[src/rtl/ram_slot_arbiter.sv]
// Memory slot arbiter: alternates A-slots (refresh/video) and B-slots (DMA/blitter/CPU),
// with a refresh tick generator, refresh row counter and CPU starvation override.
module ram_slot_arbiter #(
  parameter int unsigned REFRESH_DIV  = 64,
  parameter int unsigned STARVE_LIMIT = 4,
  parameter int unsigned RADDR_W      = 9
) (
  input  logic               clk32,
  input  logic               por,
  input  logic               slot_en,
  input  logic               video_req,
  input  logic               dma_req,
  input  logic               blit_req,
  input  logic               cpu_req,
  output logic [4:0]         gnt,
  output logic               slot_phase,
  output logic [RADDR_W-1:0] refresh_addr,
  output logic               refresh_overrun,
  output logic               cpu_promoted
);

  typedef enum logic {
    SLOT_A = 1'b0,
    SLOT_B = 1'b1
  } phase_t;

  localparam logic [7:0] CNT_LAST   = 8'(REFRESH_DIV - 1);
  localparam logic [3:0] STARVE_MAX = 4'(STARVE_LIMIT);

  phase_t             phase_q, phase_d;
  logic [7:0]         cnt_q, cnt_d;
  logic               pend_q, pend_d;
  logic [RADDR_W-1:0] row_q, row_d;
  logic [RADDR_W-1:0] addr_q, addr_d;
  logic [3:0]         starve_q, starve_d;
  logic               prom_q, prom_d;
  logic [4:0]         gnt_q, gnt_d;
  logic               ovr_q, ovr_d;
  logic               wrap;
  logic               ref_gnt;

  always_ff @(posedge clk32 or posedge por) begin
    if (por) begin
      phase_q  <= SLOT_B;
      cnt_q    <= '0;
      pend_q   <= 1'b0;
      row_q    <= '0;
      addr_q   <= '0;
      starve_q <= '0;
      prom_q   <= 1'b0;
      gnt_q    <= '0;
      ovr_q    <= 1'b0;
    end else begin
      phase_q  <= phase_d;
      cnt_q    <= cnt_d;
      pend_q   <= pend_d;
      row_q    <= row_d;
      addr_q   <= addr_d;
      starve_q <= starve_d;
      prom_q   <= prom_d;
      gnt_q    <= gnt_d;
      ovr_q    <= ovr_d;
    end
  end

  always_comb begin
    phase_d  = phase_q;
    cnt_d    = cnt_q;
    pend_d   = pend_q;
    row_d    = row_q;
    addr_d   = addr_q;
    starve_d = starve_q;
    prom_d   = prom_q;
    gnt_d    = gnt_q;
    ovr_d    = 1'b0;
    wrap     = 1'b0;
    ref_gnt  = 1'b0;

    if (slot_en) begin
      phase_d = (phase_q == SLOT_A) ? SLOT_B : SLOT_A;
      wrap    = (cnt_q == CNT_LAST);
      cnt_d   = wrap ? 8'd0 : cnt_q + 8'd1;
      gnt_d   = '0;

      if (phase_d == SLOT_A) begin
        if (pend_q) begin
          ref_gnt = 1'b1;
          gnt_d   = 5'b00001;
          // Output carries the row being refreshed; the internal counter moves on.
          addr_d  = row_q;
          row_d   = row_q + 1'b1;
        end else if (video_req) begin
          gnt_d = 5'b00010;
        end
      end else begin
        if (prom_q && cpu_req) gnt_d = 5'b10000;
        else if (dma_req)      gnt_d = 5'b00100;
        else if (blit_req)     gnt_d = 5'b01000;
        else if (cpu_req)      gnt_d = 5'b10000;

        if (!cpu_req || gnt_d[4]) begin
          starve_d = '0;
          prom_d   = 1'b0;
        end else begin
          starve_d = (starve_q == 4'hF) ? starve_q : starve_q + 4'd1;
          prom_d   = prom_q || (starve_d >= STARVE_MAX);
        end
      end

      // A tick coinciding with a grant re-arms pending without an overrun.
      pend_d = wrap ? 1'b1 : (ref_gnt ? 1'b0 : pend_q);
      ovr_d  = wrap && pend_q && !ref_gnt;
    end
  end

  assign gnt             = gnt_q;
  assign slot_phase      = phase_q;
  assign refresh_addr    = addr_q;
  assign refresh_overrun = ovr_q;
  assign cpu_promoted    = prom_q;

endmodule

[config.mk]
export PLATFORM = sky130hd
export DESIGN_NAME = ram_slot_arbiter
export DESIGN_NICKNAME = d
export VERILOG_FILES = /design/src/rtl/ram_slot_arbiter.sv
export SDC_FILE = /design/constraint.sdc
export NUM_CORES = 1
export LEC_CHECK = 0
export BUFFER_PORTS_ARGS = -buffer_cell sky130_fd_sc_hd__buf_2
export CAP_MARGIN = 0
export CORE_UTILIZATION = 25
export DETAILED_ROUTE_END_ITERATION = 10
export MAX_ROUTING_LAYER = met4
export PLACE_DENSITY = 0.44
export REMOVE_ABC_BUFFERS = 1
export SLEW_MARGIN = 20
export SYNTH_ARGS = -nofsm -noshare
export SYNTH_HDL_FRONTEND = slang
export SYNTH_SLANG_ARGS = --single-unit
[constraint.sdc]
create_clock -name clk32 -period 3.4 [get_ports clk32]
set_input_delay 0.68 -clock clk32 [delete_from_list [all_inputs] [get_ports clk32]]
set_output_delay 0.68 -clock clk32 [all_outputs]
set_load 0.02 [all_outputs]
==> reports/metrics.yaml <==
grt_pass1_wl_um: 6180
drt_iter0_markers: 39
grt_max_degree: 40
synth_area_sq_mm: 0.00174
rows: 30
hold_class: "flip-flop to flip-flop"
leakage_nw: 1.02
synth_top_cell_by_area: "dfrtp_1"
tns_ps: 0
cap_violations: 0
worstMarginPinSlew_ps: 538
p_comb_share_pct: 23.3
crit_buf_inv: 1
post_cts_buffers: 0
rsz0062_at_grt: "false"
slew_viol_final: 0
grt_overflow: 0
fmax_mhz: 556
setup_viol: 0
post-place-ws_ps: 1370
layout_common_cells: "38 x nand2_1, 38 x dfrtp_1, 23 x buf_2"
rr_startpoint: "cnt_q[0]"
syn-instance-count: 172
path_class: "flip-flop to output port"
clockBufferDepth: 2
r2r-end: "refresh_overrun"
worst_ir_drop_vdd_mv: 0.165
critPathRequiredTime_ps: 2720
r2r_slack_ps: 1880
fillers: 742
area_growth_pct: 16.9
critical_path.max_stage_delay_ps: 630
intPower_uw: 881
worstPathCellList: "buf_2"
numCtsBuffers: 5
critPathCaptureType: "output port"
yosysWarnings: 0
hold_violations: 0
fin_crit_sh_pct: 52.9
finalWirelength_um: 3380
clk_latency_ps: 290
hp-start: "row_q[8]"
arrival_ps: 1120
ys_ff_latch: 39
setup_ws_ps: 1600
start_kind: "flip-flop"
pwr-share-clk_pct: 26.1
power_mw: 1.32
worstHoldPathCells: 1
cts_root_buf: "clkbuf_8"
cts_sinks: 39
vias_per_cell: 4.64
cts_resized: 0
holdPathEnd: "row_q[8]"
start_util_pct: 25.8
fin_skew_ps: 6.60
nNetsFinal: 208
num_io_pins: 24
dp_hpwl_um: 2280
rr_worst_depth: 4
firstDrtPassIters: 4
via_count: 1294
p_per_area_mw_per_mm2: 648
dieArea_sq_mm: 0.00731
core_area_sq_mm: 0.00676
pwr-share-seq_pct: 50.6
placed_cell_area_sq_mm: 0.00194
outcome: "completed"
min_period_ps: 1800
htree_levels: 2
cts_tree: "done"
power.switching_uw: 439
antenna_found_initial: 0
die_x_um: 85.5
grt_pass1_vias: 1320
cp_max_fo: 10
yosysUniqueCellTypes: 36
swShare_pct: 33.3
drt.antenna.violating_nets: 0
fp.dieH_um: 85.5
routedWlPerCell_um: 12.1
antennaDiodeCount: 0
seq_area_frac_synth_pct: 56.1
track_usage_pct: 11.2
drive_above_1_share_pct: 18.6
synth_area_per_cell_sq_um: 10.1
clk_pin_slew_ps: 70
fin_area_sq_mm: 0.00204
maxSlewHeadroom_pct: 64.0
critical_path.slowest_cell: "dfstp_2"
netlist.area_leader.share_pct: 54.6
cpLargestDelayFamily: "flip-flops"
yosys-top-cells-area: "dfrtp_1 55%, nand2_1 8.2%, xnor2_1 3.0%"
port_buffers: 23
gp_congestion: 0.725
holdBufCountCts: 0
drc: 0
registers in the layout, summed over array words and instances, names as in the netlist:
register	flops
row_q	9
cnt_q	8
slot_phase	1
refresh_addr	9
gnt	5
starve_q	4
cpu_promoted	1
refresh_overrun	1
pend_q	1
layout make-up:
type / count / area, sq um / share of cell area [%]
Inverter: 10 / 37.5 / 1.84
Sequential cell: 39 / 977 / 47.9
Tap cell: 80 / 100 / 4.91
Multi-Input combinational cell: 118 / 701 / 34.4
Clock buffer: 8 / 100 / 4.91
Timing Repair Buffer: 24 / 123 / 6.02
through the flow:
stage / std cells / utilization [%] / hold WS [ps]
finish: 279 / 30.2 / 477
global route: 279 / 30.2 / 492
CTS: 279 / 30.2 / 476
detailed placement: 271 / 28.7 / 457
global placement: 271 / 28.7 / 459
floorplan: 167 / - / 441
Yosys cell counts (all sizes together):
| library cell | n |
|---|---|
| buf | 5 |
| o21ai | 11 |
| dfrtp | 38 |
| o22ai | 1 |
| o21ba | 1 |
| and2b | 1 |
| nand4b | 2 |
| a31oi | 1 |
| or3 | 3 |
| nand2b | 5 |
| o21bai | 1 |
| ha | 3 |
| nand3 | 5 |
| nand4 | 6 |
| mux2 | 1 |
| and2 | 1 |
| o311ai | 1 |
| a21oi | 8 |
| a22o | 1 |
| nor4 | 1 |
| nand2 | 38 |
| a211oi | 1 |
| o211ai | 1 |
| xnor2 | 6 |
| nor2 | 2 |
| and3 | 3 |
| or4b | 1 |
| inv | 10 |
| dfstp | 1 |
| nor3 | 5 |
| or3b | 1 |
| xor2 | 6 |
| nand3b | 1 |
logic make-up after synthesis:
| logic type | count (synthesis) | share of synthesized area (%) |
|---|---|---|
| mux | 1 | 0.646 |
| fa+ha+maj | 3 | 2.15 |
| simple gates | 75 | 22.3 |
| buf+inv | 15 | 3.73 |
| flops | 39 | 56.1 |
| compound gates | 27 | 9.05 |
| xor+xnor | 12 | 6.03 |
how the worst max path moves through the flow:
stage / startpoint / to / slack, ps / cells after the start
6_report: slot_phase / slot_phase / 1600 / 1
5_1_grt: slot_en / refresh_addr[7] / 1470 / 3
4_1_cts: slot_phase / slot_phase / 1580 / 1
3_5_place_dp: slot_en / refresh_addr[7] / 1370 / 4
3_3_place_gp: slot_en / refresh_addr[7] / 1410 / 4
2_1_floorplan: por / cnt_q[0] / 1830 / 1
power groups by stage:
stage               Sequential (mW)  Combinational [mW]  Clock [mW]
floorplan                     0.701               0.185           0
detailed placement            0.678               0.314           0
global placement              0.678               0.308           0
CTS                           0.670               0.315       0.364
global route                  0.691               0.358       0.386
finish                        0.669               0.308       0.344
per-layer routing:
layer,wire length [um],vias up,global-route usage [%]
met5,0,-,-
met1,1600,629,14.4
li1,-,632,-
met2,1570,25,16.7
met3,142,8,2.69
met4,61,0,5.00
No activity file was read; power rests on OpenSTA's default activity.
